`src/rtl/rv_alu_pkg.sv`:
```
// Shared ALU definitions for alu_control and exec_unit: operation codes,
// execute-stage FSM encoding and an op classification helper.
package rv_alu_pkg;

  localparam logic [4:0] ALU_AND  = 5'd0;
  localparam logic [4:0] ALU_OR   = 5'd1;
  localparam logic [4:0] ALU_ADD  = 5'd2;
  localparam logic [4:0] ALU_SUB  = 5'd3;
  localparam logic [4:0] ALU_SLL  = 5'd4;
  localparam logic [4:0] ALU_SRL  = 5'd5;
  localparam logic [4:0] ALU_SRA  = 5'd6;
  localparam logic [4:0] ALU_XOR  = 5'd7;
  localparam logic [4:0] ALU_SLT  = 5'd9;
  localparam logic [4:0] ALU_SLTU = 5'd10;

  typedef enum logic [0:0] {
    ST_IDLE  = 1'b0,
    ST_SHIFT = 1'b1
  } exec_state_e;

  function automatic logic is_shift(input logic [4:0] code);
    return (code == ALU_SLL) || (code == ALU_SRL) || (code == ALU_SRA);
  endfunction

endpackage

```
`src/rtl/exec_unit_if.sv`:
```
// Upstream (decoded op) and downstream (EX/MEM result) handshake bundle of
// the execute stage. master = pipeline around the stage, slave = exec_unit.
interface exec_unit_if #(parameter int XLEN = 32);

  logic            in_valid;
  logic            in_ready;
  logic [4:0]      in_alu_control;
  logic            in_regwrite;
  logic [4:0]      in_rd;
  logic [XLEN-1:0] in_op_a;
  logic [XLEN-1:0] in_op_b;

  logic            out_valid;
  logic            out_ready;
  logic [XLEN-1:0] out_result;
  logic            out_zero;
  logic            out_regwrite;
  logic [4:0]      out_rd;

  modport master (
    output in_valid, in_alu_control, in_regwrite, in_rd, in_op_a, in_op_b, out_ready,
    input  in_ready, out_valid, out_result, out_zero, out_regwrite, out_rd
  );

  modport slave (
    input  in_valid, in_alu_control, in_regwrite, in_rd, in_op_a, in_op_b, out_ready,
    output in_ready, out_valid, out_result, out_zero, out_regwrite, out_rd
  );

endinterface

```
`src/rtl/serial_shifter.sv`:
```
// Iterative one-bit-per-cycle shifter used by exec_unit when the barrel
// shifter (EXEC_BARREL_SHIFT_EN) is not built. Loaded with a non-zero shift
// amount; done pulses in the cycle the last bit is shifted, and that cycle's
// result output carries the final value.
module serial_shifter
  import rv_alu_pkg::*;
#(
  parameter  int XLEN    = 32,
  localparam int SHAMT_W = $clog2(XLEN)
) (
  input  logic               clk,
  input  logic               rst,
  input  logic               flush,
  input  logic               start,
  input  logic [4:0]         code,
  input  logic [XLEN-1:0]    data,
  input  logic [SHAMT_W-1:0] shamt,
  output logic               busy,
  output logic               done,
  output logic [XLEN-1:0]    result
);

  exec_state_e        state_r;
  exec_state_e        state_nxt_s;
  logic [XLEN-1:0]    work_r;
  logic [XLEN-1:0]    step_s;
  logic [SHAMT_W-1:0] cnt_r;
  logic [4:0]         code_r;
  logic               last_s;

  assign last_s = (cnt_r == {{(SHAMT_W-1){1'b0}}, 1'b1});

  // FSM state register
  always_ff @(posedge clk) begin
    if (rst) state_r <= ST_IDLE;
    else     state_r <= state_nxt_s;
  end

  // FSM next state: leave SHIFT on the final bit or on an abort
  always_comb begin
    state_nxt_s = state_r;
    case (state_r)
      ST_IDLE:  if (start) state_nxt_s = ST_SHIFT; else state_nxt_s = ST_IDLE;
      ST_SHIFT: if (flush || last_s) state_nxt_s = ST_IDLE; else state_nxt_s = ST_SHIFT;
      default:  state_nxt_s = ST_IDLE;
    endcase
  end

  // FSM outputs; a flush suppresses the completion pulse
  always_comb begin
    busy   = (state_r == ST_SHIFT);
    done   = (state_r == ST_SHIFT) && last_s && !flush;
    result = step_s;
  end

  // One-bit step of the working register; SRA replicates the sign bit
  always_comb begin
    step_s = work_r;
    case (code_r)
      ALU_SLL: step_s = {work_r[XLEN-2:0], 1'b0};
      ALU_SRL: step_s = {1'b0, work_r[XLEN-1:1]};
      ALU_SRA: step_s = {work_r[XLEN-1], work_r[XLEN-1:1]};
      default: step_s = work_r;
    endcase
  end

  // Working register and remaining-bit counter
  always_ff @(posedge clk) begin
    if (rst) begin
      work_r <= {XLEN{1'b0}};
      cnt_r  <= {SHAMT_W{1'b0}};
      code_r <= 5'd0;
    end else if (start) begin
      work_r <= data;
      cnt_r  <= shamt;
      code_r <= code;
    end else if (state_r == ST_SHIFT) begin
      if (flush) begin
        cnt_r <= {SHAMT_W{1'b0}};
      end else begin
        work_r <= step_s;
        cnt_r  <= cnt_r - {{(SHAMT_W-1){1'b0}}, 1'b1};
      end
    end
  end

endmodule

```
`src/rtl/exec_unit.sv`:
```
// Execute stage downstream of alu_control. Computes the ALU result into an
// EX/MEM output register with valid/ready on both sides. Shifts run through
// serial_shifter (shamt+1 cycles) unless EXEC_BARREL_SHIFT_EN is defined, in
// which case a combinational barrel shifter gives every op latency 1.
module exec_unit
  import rv_alu_pkg::*;
#(
  parameter int XLEN = 32
) (
  input  logic        clk,
  input  logic        rst,
  input  logic        flush,
  output logic        busy,
  exec_unit_if.slave  bus
);

  localparam int              SHAMT_W = $clog2(XLEN);
  localparam logic [XLEN-1:0] ZERO_X  = {XLEN{1'b0}};
  localparam logic [XLEN-1:0] ONE_X   = {{(XLEN-1){1'b0}}, 1'b1};

  logic               in_ready_s;
  logic               accept_s;
  logic               idle_s;
  logic               load_direct_s;
  logic               load_s;
  logic               shift_done_s;
  logic [XLEN-1:0]    shift_res_s;
  logic [4:0]         pend_rd_s;
  logic               pend_regwrite_s;
  logic [SHAMT_W-1:0] shamt_s;
  logic [XLEN-1:0]    alu_s;
  logic [XLEN-1:0]    load_result_s;
  logic [4:0]         load_rd_s;
  logic               load_regwrite_s;

  logic               valid_r;
  logic [XLEN-1:0]    result_r;
  logic               zero_r;
  logic               regwrite_r;
  logic [4:0]         rd_r;

  assign shamt_s = bus.in_op_b[SHAMT_W-1:0];

  // Input handshake: accept only when idle with room downstream and no flush/reset
  always_comb begin
    in_ready_s = idle_s && (!valid_r || bus.out_ready) && !flush && !rst;
    accept_s   = bus.in_valid && in_ready_s;
  end

  // Single-cycle ALU; unused codes produce 0
  always_comb begin
    alu_s = ZERO_X;
    case (bus.in_alu_control)
      ALU_AND:  alu_s = bus.in_op_a & bus.in_op_b;
      ALU_OR:   alu_s = bus.in_op_a | bus.in_op_b;
      ALU_ADD:  alu_s = bus.in_op_a + bus.in_op_b;
      ALU_SUB:  alu_s = bus.in_op_a - bus.in_op_b;
      ALU_XOR:  alu_s = bus.in_op_a ^ bus.in_op_b;
      ALU_SLT:  alu_s = ($signed(bus.in_op_a) < $signed(bus.in_op_b)) ? ONE_X : ZERO_X;
      ALU_SLTU: alu_s = (bus.in_op_a < bus.in_op_b) ? ONE_X : ZERO_X;
`ifdef EXEC_BARREL_SHIFT_EN
      ALU_SLL:  alu_s = bus.in_op_a << shamt_s;
      ALU_SRL:  alu_s = bus.in_op_a >> shamt_s;
      ALU_SRA:  alu_s = $signed(bus.in_op_a) >>> shamt_s;
`else
      // Only shamt=0 shifts complete here; the rest go through the serial path
      ALU_SLL, ALU_SRL, ALU_SRA: alu_s = bus.in_op_a;
`endif
      default:  alu_s = ZERO_X;
    endcase
  end

`ifdef EXEC_BARREL_SHIFT_EN
  assign idle_s          = 1'b1;
  assign busy            = 1'b0;
  assign load_direct_s   = accept_s;
  assign shift_done_s    = 1'b0;
  assign shift_res_s     = ZERO_X;
  assign pend_rd_s       = 5'd0;
  assign pend_regwrite_s = 1'b0;
`else
  logic       shift_start_s;
  logic       shift_busy_s;
  logic [4:0] pend_rd_r;
  logic       pend_regwrite_r;

  assign shift_start_s   = accept_s && is_shift(bus.in_alu_control) && (shamt_s != {SHAMT_W{1'b0}});
  assign load_direct_s   = accept_s && !shift_start_s;
  assign idle_s          = !shift_busy_s;
  assign busy            = shift_busy_s;
  assign pend_rd_s       = pend_rd_r;
  assign pend_regwrite_s = pend_regwrite_r;

  serial_shifter #(.XLEN(XLEN)) u_shifter (
    .clk    (clk),
    .rst    (rst),
    .flush  (flush),
    .start  (shift_start_s),
    .code   (bus.in_alu_control),
    .data   (bus.in_op_a),
    .shamt  (shamt_s),
    .busy   (shift_busy_s),
    .done   (shift_done_s),
    .result (shift_res_s)
  );

  // Hold rd/regwrite of the op being shifted until it completes
  always_ff @(posedge clk) begin
    if (rst) begin
      pend_rd_r       <= 5'd0;
      pend_regwrite_r <= 1'b0;
    end else if (shift_start_s) begin
      pend_rd_r       <= bus.in_rd;
      pend_regwrite_r <= bus.in_regwrite;
    end
  end
`endif

  // Select what loads into the output register: finished shift or direct op
  always_comb begin
    if (shift_done_s) begin
      load_result_s   = shift_res_s;
      load_rd_s       = pend_rd_s;
      load_regwrite_s = pend_regwrite_s;
    end else begin
      load_result_s   = alu_s;
      load_rd_s       = bus.in_rd;
      load_regwrite_s = bus.in_regwrite;
    end
    load_s = load_direct_s || shift_done_s;
  end

  // EX/MEM output register: flush beats load, load may replace a draining result
  always_ff @(posedge clk) begin
    if (rst) begin
      valid_r    <= 1'b0;
      result_r   <= ZERO_X;
      zero_r     <= 1'b0;
      regwrite_r <= 1'b0;
      rd_r       <= 5'd0;
    end else if (flush) begin
      valid_r    <= 1'b0;
    end else if (load_s) begin
      valid_r    <= 1'b1;
      result_r   <= load_result_s;
      zero_r     <= (load_result_s == ZERO_X);
      regwrite_r <= load_regwrite_s;
      rd_r       <= load_rd_s;
    end else if (bus.out_ready) begin
      valid_r    <= 1'b0;
    end
  end

  assign bus.in_ready     = in_ready_s;
  assign bus.out_valid    = valid_r;
  assign bus.out_result   = result_r;
  assign bus.out_zero     = zero_r;
  assign bus.out_regwrite = regwrite_r;
  assign bus.out_rd       = rd_r;

endmodule

```
`src/flat_wrapper.sv`:
```
// flat-port wrapper written by rule: the top's interface ports become plain ports
module exec_unit_flat import rv_alu_pkg::*;
#(
  parameter int XLEN = 32
)
  (clk, rst, flush, busy, bus_in_valid, bus_in_alu_control, bus_in_regwrite, bus_in_rd, bus_in_op_a, bus_in_op_b, bus_out_ready, bus_in_ready, bus_out_valid, bus_out_result, bus_out_zero, bus_out_regwrite, bus_out_rd);
  exec_unit_if #(.XLEN(XLEN)) bus_i ();
  input  logic clk;
  input  logic rst;
  input  logic flush;
  output logic busy;
  input wire logic [$bits(bus_i.in_valid)-1:0] bus_in_valid;
  input wire logic [$bits(bus_i.in_alu_control)-1:0] bus_in_alu_control;
  input wire logic [$bits(bus_i.in_regwrite)-1:0] bus_in_regwrite;
  input wire logic [$bits(bus_i.in_rd)-1:0] bus_in_rd;
  input wire logic [$bits(bus_i.in_op_a)-1:0] bus_in_op_a;
  input wire logic [$bits(bus_i.in_op_b)-1:0] bus_in_op_b;
  input wire logic [$bits(bus_i.out_ready)-1:0] bus_out_ready;
  output wire logic [$bits(bus_i.in_ready)-1:0] bus_in_ready;
  output wire logic [$bits(bus_i.out_valid)-1:0] bus_out_valid;
  output wire logic [$bits(bus_i.out_result)-1:0] bus_out_result;
  output wire logic [$bits(bus_i.out_zero)-1:0] bus_out_zero;
  output wire logic [$bits(bus_i.out_regwrite)-1:0] bus_out_regwrite;
  output wire logic [$bits(bus_i.out_rd)-1:0] bus_out_rd;
  assign bus_i.in_valid = bus_in_valid;
  assign bus_i.in_alu_control = bus_in_alu_control;
  assign bus_i.in_regwrite = bus_in_regwrite;
  assign bus_i.in_rd = bus_in_rd;
  assign bus_i.in_op_a = bus_in_op_a;
  assign bus_i.in_op_b = bus_in_op_b;
  assign bus_i.out_ready = bus_out_ready;
  assign bus_in_ready = bus_i.in_ready;
  assign bus_out_valid = bus_i.out_valid;
  assign bus_out_result = bus_i.out_result;
  assign bus_out_zero = bus_i.out_zero;
  assign bus_out_regwrite = bus_i.out_regwrite;
  assign bus_out_rd = bus_i.out_rd;
  exec_unit #(.XLEN(XLEN)) u_core (.clk(clk), .rst(rst), .flush(flush), .busy(busy), .bus(bus_i));
endmodule
```
`config.mk`:
```
export PLATFORM = sky130hd
export DESIGN_NAME = exec_unit_flat
export DESIGN_NICKNAME = d
export VERILOG_FILES = /design/src/rtl/rv_alu_pkg.sv /design/src/rtl/exec_unit_if.sv /design/src/rtl/serial_shifter.sv /design/src/rtl/exec_unit.sv /design/src/flat_wrapper.sv
export SDC_FILE = /design/constraint.sdc
export NUM_CORES = 1
export LEC_CHECK = 0
export BUFFER_PORTS_ARGS = -buffer_cell sky130_fd_sc_hd__buf_2
export CAP_MARGIN = 40
export CORE_UTILIZATION = 45
export CTS_CLUSTER_SIZE = 16
export DETAILED_ROUTE_END_ITERATION = 10
export GPL_TIMING_DRIVEN = 0
export PLACE_DENSITY_LB_ADDON = 0.12
export SLEW_MARGIN = 5
export SYNTH_ARGS = -nofsm -noshare
export SYNTH_HDL_FRONTEND = slang
export SYNTH_HIERARCHICAL = 1
export SYNTH_SLANG_ARGS = --single-unit
```
`constraint.sdc`:
```
create_clock -name clk -period 4.6 [get_ports clk]
set_input_delay 0.92 -clock clk [delete_from_list [all_inputs] [get_ports clk]]
set_output_delay 0.92 -clock clk [all_outputs]
set_load 0.01 [all_outputs]
```
# After elaboration in Yosys (flattened, before gate mapping)
# Cells that the tools add are included.
[word_totals]
input_bits = 80
elab_cells = 81
regBits = 89
out_inout_bits = 42
[op_classes]
n_lt_le_gt_ge = 2
n_addsub = 3
bitwise_logic = 5
n_mux = 18
n_reduce_logical = 28
n_eq_ne = 14
[ops]
columns = ["cell", "count"]
rows = [
  ["$pmux W32 S8", 1],
  ["$mux W32", 4],
  ["$pmux W32 S3", 1],
  ["$lt A32 B32 Y1", 2],
  ["$eq A5 B3 Y1 const B", 7],
  ["$add A32 B32 Y32", 1],
  ["$and A32 B32 Y32", 1],
  ["$logic_not A32 Y1", 1],
  ["$or A32 B32 Y32", 1],
  ["$sub A32 B32 Y32", 1],
  ["$xor A32 B32 Y32", 1],
  ["$mux W5", 4],
  ["$eq A5 B1 Y1 const B", 2],
  ["$eq A5 B2 Y1 const B", 2],
  ["$eq A5 B4 Y1 const B", 2],
  ["$logic_and A1 B1 Y1", 9],
  ["$mux W1", 7],
  ["$logic_not A1 Y1", 5],
  ["$logic_not A5 Y1", 1],
  ["$logic_or A1 B1 Y1", 5],
  ["$reduce_bool A5 Y1", 1],
  ["$sub A5 B1 Y5 const B", 1],
  ["$reduce_and A2 Y1", 2],
  ["$reduce_bool A2 Y1", 2],
  ["5 further kinds", 6],
]

# Logic depth before layout (Yosys ltp)
# Gate-level depths: netlist of the first run.
[depth]
word_depth = 12
ltp_mapped = 17
ltp_nobuf = 15

# By module
# The synthesis of the first run kept the hierarchy.
[by_module_without_submodules]
columns = ["mod", "area_per_inst_um2", "seq_area_each_um2", "n_inst", "cells_per_inst"]
rows = [
  ["exec_unit", 8150.3, 920.9, 1, 1174],
  ["serial_shifter", 2652.5, 860.8, 1, 325],
]

# Worst setup path after synthesis of the first run
# Ideal clock, no wire load.
[synth_timing]
kind = "input to register"
from = "in bus_in_op_a[0]"
to = "reg u_core.zero_r, in the netlist u_core/bus.out_zero"
stages = 14
t_arrival_ns = 4.184
setup_slack_ns = 0.324
setup_ns = 0.092
required_ns = 4.508
path_buffers = 0
cell_sequence = "ha_1 > inv_1 > fa_1 > and2b_1 > o2111ai_2 > a2111oi_2 > nor3_1 > o41ai_1 > a211oi_1 > o21ai_0 > mux2i_1 > a22oi_1 > or4_1 > o32ai_1"
[synth_between]
elab_chain_cells = 5
elab_cells_between_ends = 12
cone_classes = "add/sub: 2; order compare: 2; mux: 4; bitwise: 3; reduce/logical: 1"
[synth_rtl]
columns = ["item", "line_no", "rtl"]
rows = [
  ["start: declaration", "flat_wrapper.sv:16", "input wire logic [$bits(bus_i.in_op_a)-1:0] bus_in_op_a;"],
  ["$lt A32 B32 Y1 (on tied branches)", "exec_unit.sv:60, exec_unit.sv:59", ""],
  ["$mux W1 (on tied branches)", "exec_unit.sv:60, exec_unit.sv:59", ""],
  ["$pmux W32 S8 (*)", "exec_unit.sv:53", "case (bus.in_alu_control)"],
  ["$mux W32 (*)", "exec_unit.sv:121", "if (shift_done_s) begin"],
  ["$logic_not A32 Y1 (*)", "exec_unit.sv:146", "zero_r <= (load_result_s == ZERO_X);"],
  ["end signal: assignment", "exec_unit.sv:146", ""],
  ["end: declaration", "exec_unit.sv:38", "logic zero_r;"],
]
# Mark *: on every way between the ends. The rest lies on a longest branch, timed or not.
# A chain may end at the register's enable or synchronous reset.

# Worst setup path in the final report of the first run
[layout_timing]
from = "in bus_in_alu_control[0]"
to = "reg u_core.zero_r, in the netlist u_core/bus.out_zero"
[layout_between]
elab_chain_cells = 9
elab_cells_between_ends = 22
cone_classes = "eq/ne: 9; mux: 2; reduce/logical: 11"
[layout_rtl]
columns = ["item", "line_no", "rtl"]
rows = [
  ["start: declaration", "flat_wrapper.sv:13", "input wire logic [$bits(bus_i.in_alu_control)-1:0] bus_in_alu_control;"],
  ["parallel branches: the longest is 9 deep, another holds $pmux W32 S8", "-", ""],
]
# Parallel ways; which one is timed is not known.

==> impl_metrics.ini, run 1 <==
[logic_synthesis]
synth_area_sq_mm = 0.0108
yosys_warnings = 6
synthAdderAreaFrac_pct = 13.1
synth-edff-count = 0
synth_seq_cells = 89
synth_top_family_by_area = compound AO/OA/AOI/OAI gates
synthArstFlopShare_pct = 0
synth-seq-area-share_pct = 16.5
yosys.cell_count.top_type = nand2_1
yosys.area_share.simple_pct = 25.1
synthTopCellsByArea = dfxtp_1, ha_1, a21oi_1, nand2_1, nor2_1
ys_types = 94
synth-compound-area-share_pct = 33.7
synth_nets = 1691
synthCells = 1499
synth_top_area_cell = dfxtp_1
synth_commonest_cells = nand2_1, nor2_1, a21oi_1
synth.area.mux_share_pct = 2.62
yosys_most_used_dff = dfxtp_1
synth_top_area_share_pct = 16.5
postSynthAreaPerCell_sq_um = 7.21
synthXorXnorAreaFrac_pct = 1.05

[worst_setup_path]
required_ps = 4850
crit_fanout = 10
worstSetupEndpointType = register
start_kind = primary input
crit_type = primary input to register
arrival_ps = 4910

[status]
violations = setup timing
status = complete, but fails checks

[cts]
cts_buffer_depth = 2
clkSlewWorstSetupHoldPaths_ps = 70
clkLatencyLatePin_ps = 340
numCtsBuffers = 9
cts_tree = done
htree_levels = 3
clock-sinks = 89
cts_root_buf = clkbuf_16
cts_hold_buf = 0

[layout]
n_fill_cell = 2448
drive_gt1_share_pct = 16.0
multiInputGateArea_sq_mm = 0.00842
post-route-util_pct = 53.0
num_antenna_cells = 0
nNetsFinal = 1833
final-seq-area_sq_mm = 0.00178
area_growth_pct = 15.6

[power]
p_leak_nw = 5.19
vdd_drop_max_v = 0.000177
pwr-share-seq_pct = 31.2
p_int_mw = 1.53
switchingPower_mw = 0.999
p_sw_share_pct = 39.6
combPwrFrac_pct = 38.6
clockPowerShare_pct = 30.2
p_per_area_mw_per_mm2 = 202

[sta]
hold_violations = 0
rsz0062_at_grt = yes
period_share_pct = 101
holdWs_ps = 452
tightest_slew_ps = 994
setup_viol = 1
clock_skew_ps = 4.86
fin_setup_tns_ps = -56.7
period_minus_slack_ps = 4660
max_slew_margin_pct = 33.5
layout_setup_ws_ps = -56.7
slew_violations = 0
fmax_mhz = 215

[placed_design]
dpl_worst_slack_ps = -1460
place_congestion = 0.996
io_buffers = 121
hpwl_microns = 38700

[drt]
via_per_inst = 6.60
firstDrtPassIters = 6
drt-initial-drc-count = 1610
antenna_left = 0
vias = 13000
wl_per_cell_microns = 25.2
finalWirelength_microns = 49600
route.detailed.drc = 0

[floorplanning]
io_pins = 122
initial_utilization_pct = 45.9
core_sq_mm = 0.0235
die_w_microns = 157
dieArea_sq_mm = 0.0246
fp.dieH_microns = 157
num_rows = 56

[global_routing]
antenna_found_initial = 0
overflow = 0
grt_usage_pct = 39.4
grt_pass1_vias = 11900
grt_pass1_wl_microns = 72500
grt_max_degree = 17

[hold_path]
hold_class = register to register

[flow_run]
cap_violations = 0
[per-layer routing]
metal	GRT usage [%]	up-vias	wire length (microns)
met2	61.3	778	21700
met3	6.19	170	4440
met4	23.3	0	3100
li1	-	5880	-
met1	51.2	6145	20300
met5	0	-	0
[power groups by stage]
| stage | logic (mW) | registers (mW) | clock network (mW) |
|---|---|---|---|
| 2_1_floorplan | 0.562 | 0.809 | 0 |
| 3_3_place_gp | 0.891 | 0.805 | 0 |
| 3_5_place_dp | 0.895 | 0.806 | 0 |
| 4_1_cts | 0.909 | 0.788 | 0.768 |
| 5_1_grt | 1.04 | 0.789 | 0.801 |
| 6_report | 0.974 | 0.788 | 0.763 |
[per-stage QoR]
| stage | instances | power (mW) | instance area [sq um] |
|---|---|---|---|
| 2_1_floorplan | 1499 | 1.37 | 10800 |
| 3_3_place_gp | 1939 | 1.70 | 11800 |
| 3_5_place_dp | 1943 | 1.70 | 11800 |
| 4_1_cts | 1957 | 2.46 | 12200 |
| 5_1_grt | 1965 | 2.63 | 12500 |
| 6_report | 1965 | 2.53 | 12500 |
[placed cells by master, fill, tap and decap left out, types with 18 or more instances in the layout]
cell type | synthesis | final
a211oi_1 | 41 | 38
a21oi_1 | 137 | 134
a221o_1 | 36 | 36
a31o_1 | 18 | 18
and3_1 | 39 | 39
buf_2 | 26 | 149
clkbuf_1 | 70 | 57
dfxtp_1 | 89 | 89
ha_1 | 110 | 108
inv_1 | 92 | 92
mux2i_1 | 26 | 26
nand2_1 | 146 | 146
nand3_1 | 19 | 19
nand3b_1 | 23 | 23
nand4_1 | 20 | 20
nor2_1 | 138 | 137
nor2b_1 | 21 | 21
nor3_1 | 36 | 32
nor4_1 | 20 | 19
o211ai_1 | 20 | 20
o21ai_0 | 64 | 60
[worst paths after layout]
kind / start / end / slack [ps] / cells past startpoint
min: u_core/bus.out_result[5] / u_core/bus.out_result[5] / 450 / 2
max: bus_in_alu_control[0] / u_core/bus.out_zero / -60 / 12
min reg2reg: u_core/bus.out_result[5] / u_core/bus.out_result[5] / 450 / 2
max reg2reg: u_core/u_shifter/code_r[4] / u_core/bus.out_zero / 300 / 14
[layout make-up]
type	count	area share, %
Buffer	109	4.25
Clock buffer	9	1.80
Clock inverter	7	0.621
Inverter	94	2.83
Multi-Input combinational cell	1205	67.4
Sequential cell	89	14.3
Tap cell	319	3.20
Timing Repair Buffer	133	5.59
[logic make-up (layout without fill, tap and decap cells)]
kind of cell | count (synthesis) | in the layout
AO/OA/AOI/OAI | 515 | 515
XOR/XNOR | 13 | 13
multiplexers | 28 | 28
buffers and inverters | 205 | 352
AND/OR/NAND/NOR | 537 | 537
flip-flops | 89 | 89
adder cells (fa/ha/maj) | 112 | 112
[critical path: stages]
cell      delay (ps)
buf_2            190
clkinv_1         390
nand2_1          510
clkbuf_1         600
nor2_1           110
a211oi_1         460
o21ai_0          240
nor4bb_2         360
and4b_1          300
nand4_1          150
or4_1            520
o32ai_1          130
[registers in the layout, indices dropped and copies added, names as in the netlist]
register / count
u_core/bus.out_result: 32
u_core/u_shifter/work_r: 32
u_core/bus.out_rd: 5
u_core/pend_rd_r: 5
u_core/u_shifter/cnt_r: 5
u_core/u_shifter/code_r: 5
u_core/bus.out_regwrite: 1
u_core/bus.out_valid: 1
u_core/bus.out_zero: 1
u_core/pend_regwrite_r: 1
u_core/u_shifter/busy: 1
[timing repair]
action | 4_1_cts | 5_1_grt
resized for setup | 25 | 55
endpoints found under the setup margin | 82 | 20
pin swaps | 0 | 13
setup buffers | 0 | 8
hold endpoints to repair | 0 | 0
(Power assumes the default switching activity.)
==> inputs of run 2 (changes only) <==
- CTS_BUF_LIST: default -> sky130_fd_sc_hd__clkbuf_2
==> run 2 against run 1 <==
Against the previous run:
- the flow still finishes with violations (setup timing)
- sequential share of layout area grew 0.51 points
- utilization shrank 1.8 points
- cell area shrank 3.4%
- die area is the same
- largest power group unchanged
- routed wire length down 0.46%
- clock power shrank 43%
- register-to-register slack got worse by 130 ps
==> impl_metrics.ini, run 2 (synthesized netlist as in run 1, its figures left out) <==
[layout]
final_area_sq_mm = 0.0121
layout_common_cells = buf_2, nand2_1, nor2_1
instances_no_fill = 1959
drive_gt1_share_pct = 13.7
area_growth_pct = 11.6
nNetsFinal = 1826
final_common_cell = buf_2

[power]
p_leak_nw = 5.03
p_per_area_mw_per_mm2 = 180
vdd_drop_max_v = 0.000114

[floorplanning]
fp.dieH_microns = 157
dieArea_sq_mm = 0.0246
core_sq_mm = 0.0235
initial_utilization_pct = 45.9
io_pins = 122
die_w_microns = 157
num_rows = 56

[drt]
drt-initial-drc-count = 1640
antenna_left = 0
via_per_inst = 6.62
finalWirelength_microns = 49300
route.detailed.drc = 0
wl_per_cell_microns = 25.2
firstDrtPassIters = 5
vias = 13000

[cts]
cts_buffer_depth = 2
clkLatencyLatePin_ps = 590
cts_root_buf = clkbuf_2
clkSlewWorstSetupHoldPaths_ps = 260
htree_levels = 3
numCtsBuffers = 9
clock-sinks = 89
cts_tree = done
post-cts-setup-buffer-count = 0

[worst_setup_path]
arrival_ps = 5170
worstSetupEndpointType = register
reg2reg_from = u_core/u_shifter/busy
rrSetupSlack_ps = 170
start_kind = primary input
crit_fanout = 10
startpoint = bus_in_alu_control[0]
rr_endpoint = u_core/bus.out_zero
required_ps = 5120
timing.reg2reg.worst_path_depth = 15
crit_type = primary input to register

[sta]
layout_setup_ws_ps = -42.2
slew_violations = 0
fmax_mhz = 215
clock_skew_ps = 11.5
tightest_slew_ps = 981
period_share_pct = 101
hold_violations = 0
rsz0062_at_grt = yes
max_slew_margin_pct = 34.4
period_minus_slack_ps = 4640
setup_viol = 8

[flow_run]
cap_violations = 0

[global_routing]
grt_pass1_wl_microns = 72800
grt_usage_pct = 39.5
overflow = 0
grt_max_degree = 17
antenna_found_initial = 1
grt_pass1_vias = 11900

[placed_design]
hpwl_microns = 38700
dp.cells = 1943
postPlaceCellArea_sq_mm = 0.0118
io_buffers = 121
place_congestion = 0.996

[status]
status = complete, but fails checks
violations = setup timing

[hold_path]
hold_class = register to register
holdPathEnd = u_core/bus.out_result[5]
worstHoldPathCells = 2
holdCritStartpoint = u_core/bus.out_result[5]
## run 2: changes by cell type in the layout (fill, tap and decap cells not counted), moves of 3 or more
| cell | before | now |
|---|---|---|
| clkbuf_2 | 8 | 16 |
| nor4_4 | 3 | 0 |
| o21ai_1 | 10 | 7 |
| a211oi_2 | 4 | 1 |
| clkbuf_4 | 4 | 1 |
| buf_4 | 15 | 6 |
| clkbuf_1 | 57 | 63 |
| clkbuf_16 | 9 | 0 |
| o21ai_0 | 60 | 64 |
| a211oi_1 | 38 | 41 |
| nor4_2 | 1 | 4 |
## run 2: per-stage QoR
stage	utilization (%)	worst slack, ps	power, mW	hold WS (ps)	setup TNS, ps
final	51.2	-42.2	2.17	471	-140
after global routing	51.2	-53.8	2.28	481	-53.8
after CTS	51.0	-17.7	2.13	472	-17.7
after detailed placement	50.3	-1460	1.70	444	-90820
after global placement	50.2	-1440	1.70	443	-92390
after floorplan	-	324	1.37	460	0
## run 2: routing by layer
layer / share of wire (%) / vias up / routed length (microns) / track usage, %
met5: 0 / - / 0 / 0
met4: 6.4 / 0 / 3180 / 23.1
met2: 43 / 791 / 21300 / 61.1
li1: - / 5849 / - / -
met3: 9.0 / 162 / 4440 / 6.36
met1: 41 / 6167 / 20400 / 51.8
## run 2: how the worst max path moves through the flow
stage	cells past startpoint	slack, ps	to
floorplan	14	320	u_core/bus.out_zero
detailed placement	16	-1460	u_core/bus.out_zero
finish	11	-40	u_core/bus.out_zero
CTS	15	-20	u_core/bus.out_zero
global placement	16	-1440	u_core/bus.out_zero
global route	15	-50	u_core/bus.out_zero
## run 2: area by class of cell
type,instances,area [sq um]
clock inverter,7,77.6
fill,2493,11500
inverter,94,353
antenna,1,2.50
timing repair buffer,125,638
multi-input combinational,1205,8240
clock buffer,9,45.0
buffer,110,517
tap,319,399
sequential,89,1780
## run 2: where the power goes
| part | internal, mW | switching (mW) |
|---|---|---|
| Combinational | 0.303 | 0.640 |
| Sequential | 0.785 | 0.00673 |
| Clock | 0.132 | 0.304 |
## run 2: worst max-delay path: stages
cell,delay [ps]
buf_2,190
clkinv_1,380
nand2_1,510
clkbuf_1,600
clkbuf_1,700
o221ai_1,420
a21boi_0,310
and4b_1,300
nand4_1,160
or4_1,530
o32ai_1,130
## run 2: what timing repair did
item / 4_1_cts / 5_1_grt
hold buffers: 0 / 0
hold endpoints to repair: 0 / 0
resized for setup: 14 / 9
pin swaps: 0 / 1
endpoints found under the setup margin: 82 / 13
==> inputs of run 3 (changes only) <==
- CORE_MARGIN: default -> 2
==> run 3 against run 2 <==
Against the previous run:
- the run now ends clean
- cell area about the same
- clock skew increased by 34 ps
- routed wire length shrank 0.80%
- flip-flop and latch count did not move
- first-iteration DRC count grew 4.7%
- global-route usage is 2.3 points lower
- critical path depth rose by 4
- setup slack better by 120 ps
==> impl_metrics.ini, run 3 (synthesized netlist as in run 1, its figures left out) <==
[drt]
firstDrtPassIters = 6
finalWirelength_microns = 49000
antenna_left = 0
route.detailed.drc = 0
via_per_inst = 6.59
wl_per_cell_microns = 25.0
drt-initial-drc-count = 1717
vias = 12900

[placed_design]
io_buffers = 121
dp.cells = 1942
postPlaceCellArea_sq_mm = 0.0118
hpwl_microns = 38800
dpl_worst_slack_ps = -1450
place_congestion = 1.01

[floorplanning]
num_rows = 56
die_w_microns = 159
dieArea_sq_mm = 0.0253
initial_utilization_pct = 45.9
fp.dieH_microns = 159
io_pins = 122
core_sq_mm = 0.0235

[sta]
fin_setup_tns_ps = 0
slew_violations = 0
max_slew_margin_pct = 30.4
hold_violations = 0
fmax_mhz = 221
clock_skew_ps = 45.4
tightest_slew_ps = 1040
setup_viol = 0
period_share_pct = 98.4
layout_setup_ws_ps = 74.2
period_minus_slack_ps = 4530

[cts]
clock-sinks = 89
cts_buffer_depth = 2
numCtsBuffers = 9
cts_tree = done
htree_levels = 3
clkLatencyLatePin_ps = 590
clkSlewWorstSetupHoldPaths_ps = 270
cts_hold_buf = 0
cts_root_buf = clkbuf_2

[flow_run]
cap_violations = 0

[worst_setup_path]
critPathCapture = u_core/bus.out_zero
reg2reg_from = u_core/u_shifter/code_r[4]
rr_endpoint = u_core/bus.out_zero
crit_type = primary input to register
start_kind = primary input
crit_fanout = 4
worstSetupEndpointType = register
rrSetupSlack_ps = 190
arrival_ps = 5040
startpoint = bus_in_op_a[0]
timing.reg2reg.worst_path_depth = 15
required_ps = 5120

[global_routing]
met1_usage_pct = 48.9
antenna_found_initial = 0
overflow = 0
grt_usage_pct = 37.2
grt_pass1_vias = 12100
grt_pass1_wl_microns = 73400
grtUsageMet3_pct = 6.10
grt-busiest-layer = met2
use_met2_pct = 58.1
grt_max_degree = 19

[hold_path]
holdCritStartpoint = u_core/bus.out_result[5]
hold_class = register to register
worstHoldPathCells = 2

[layout]
drive_gt1_share_pct = 13.6
num_antenna_cells = 0
layout_common_cells = buf_2, nand2_1, nor2_1
area_growth_pct = 11.7
final_area_sq_mm = 0.0121
nNetsFinal = 1824
instances_no_fill = 1956
n_fill_cell = 2514
final_common_cell = buf_2

[power]
p_leak_nw = 5.04
vdd_drop_max_v = 0.000139
p_per_area_mw_per_mm2 = 183

[status]
status = complete, no violations
run 3: changes by cell type in the layout (fill, tap and decap cells not counted), moves of 2 or more:
cell	change
buf_2	+2
buf_6	-2
clkbuf_2	-2
inv_6	-2
run 3: final cells by class:
| type | instances | area, sq um | area share [%] |
|---|---|---|---|
| Timing Repair Buffer | 124 | 623 | 5.16 |
| Clock buffer | 9 | 45.0 | 0.373 |
| Buffer | 109 | 509 | 4.22 |
| Inverter | 94 | 353 | 2.92 |
| Tap cell | 319 | 399 | 3.31 |
| Multi-Input combinational cell | 1205 | 8260 | 68.4 |
| Sequential cell | 89 | 1780 | 14.8 |
| Clock inverter | 7 | 101 | 0.840 |
run 3: how the worst min path moves through the flow:
stage / endpoint / slack (ps)
2_1_floorplan: u_core/pend_rd_r[0] / 460
3_3_place_gp: u_core/bus.out_result[5] / 450
3_5_place_dp: u_core/bus.out_result[5] / 450
4_1_cts: u_core/bus.out_result[15] / 480
5_1_grt: u_core/bus.out_result[9] / 500
6_report: u_core/bus.out_result[5] / 470
run 3: metrics by stage:
stage | total power [mW] | utilization (%) | hold slack, ps
finish | 2.21 | 51.3 | 473
detailed placement | 1.70 | 50.2 | 450
CTS | 2.18 | 51.1 | 477
global placement | 1.70 | 50.2 | 447
global route | 2.32 | 51.3 | 498
floorplan | 1.37 | - | 460
run 3: per-layer routing:
metal	share of wire, %	vias to the layer above
met3	9.2	172
met5	0	-
met2	43	785
li1	-	5850
met4	6.9	0
met1	41	6087
run 3: timing repair:
item,4_1_cts,5_1_grt
cloned,0,0
pin swaps,0,1
setup buffers,0,0
endpoints found under the setup margin,82,3
gates resized for setup,16,9
run 3: worst max-delay path, cell delays in order:
cell and delay, ps:
buf_2 130, inv_1 80, ha_1 240, fa_1 400, o21ba_1 230, nor4_2 470, nor4_1 130, a211oi_1 280
a31oi_1 230, a2111oi_0 480, nor4bb_1 340, and4b_1 300, nand4_1 150, or4_1 540, o32ai_1 130
run 3: where the power goes:
part	switching, mW	total [mW]	leakage [nW]	internal, mW
sequential	0.00711	0.792	0.719	0.785
clock	0.295	0.482	0.0860	0.186
combinational	0.638	0.940	4.23	0.302
total	0.940	2.21	5.04	1.27
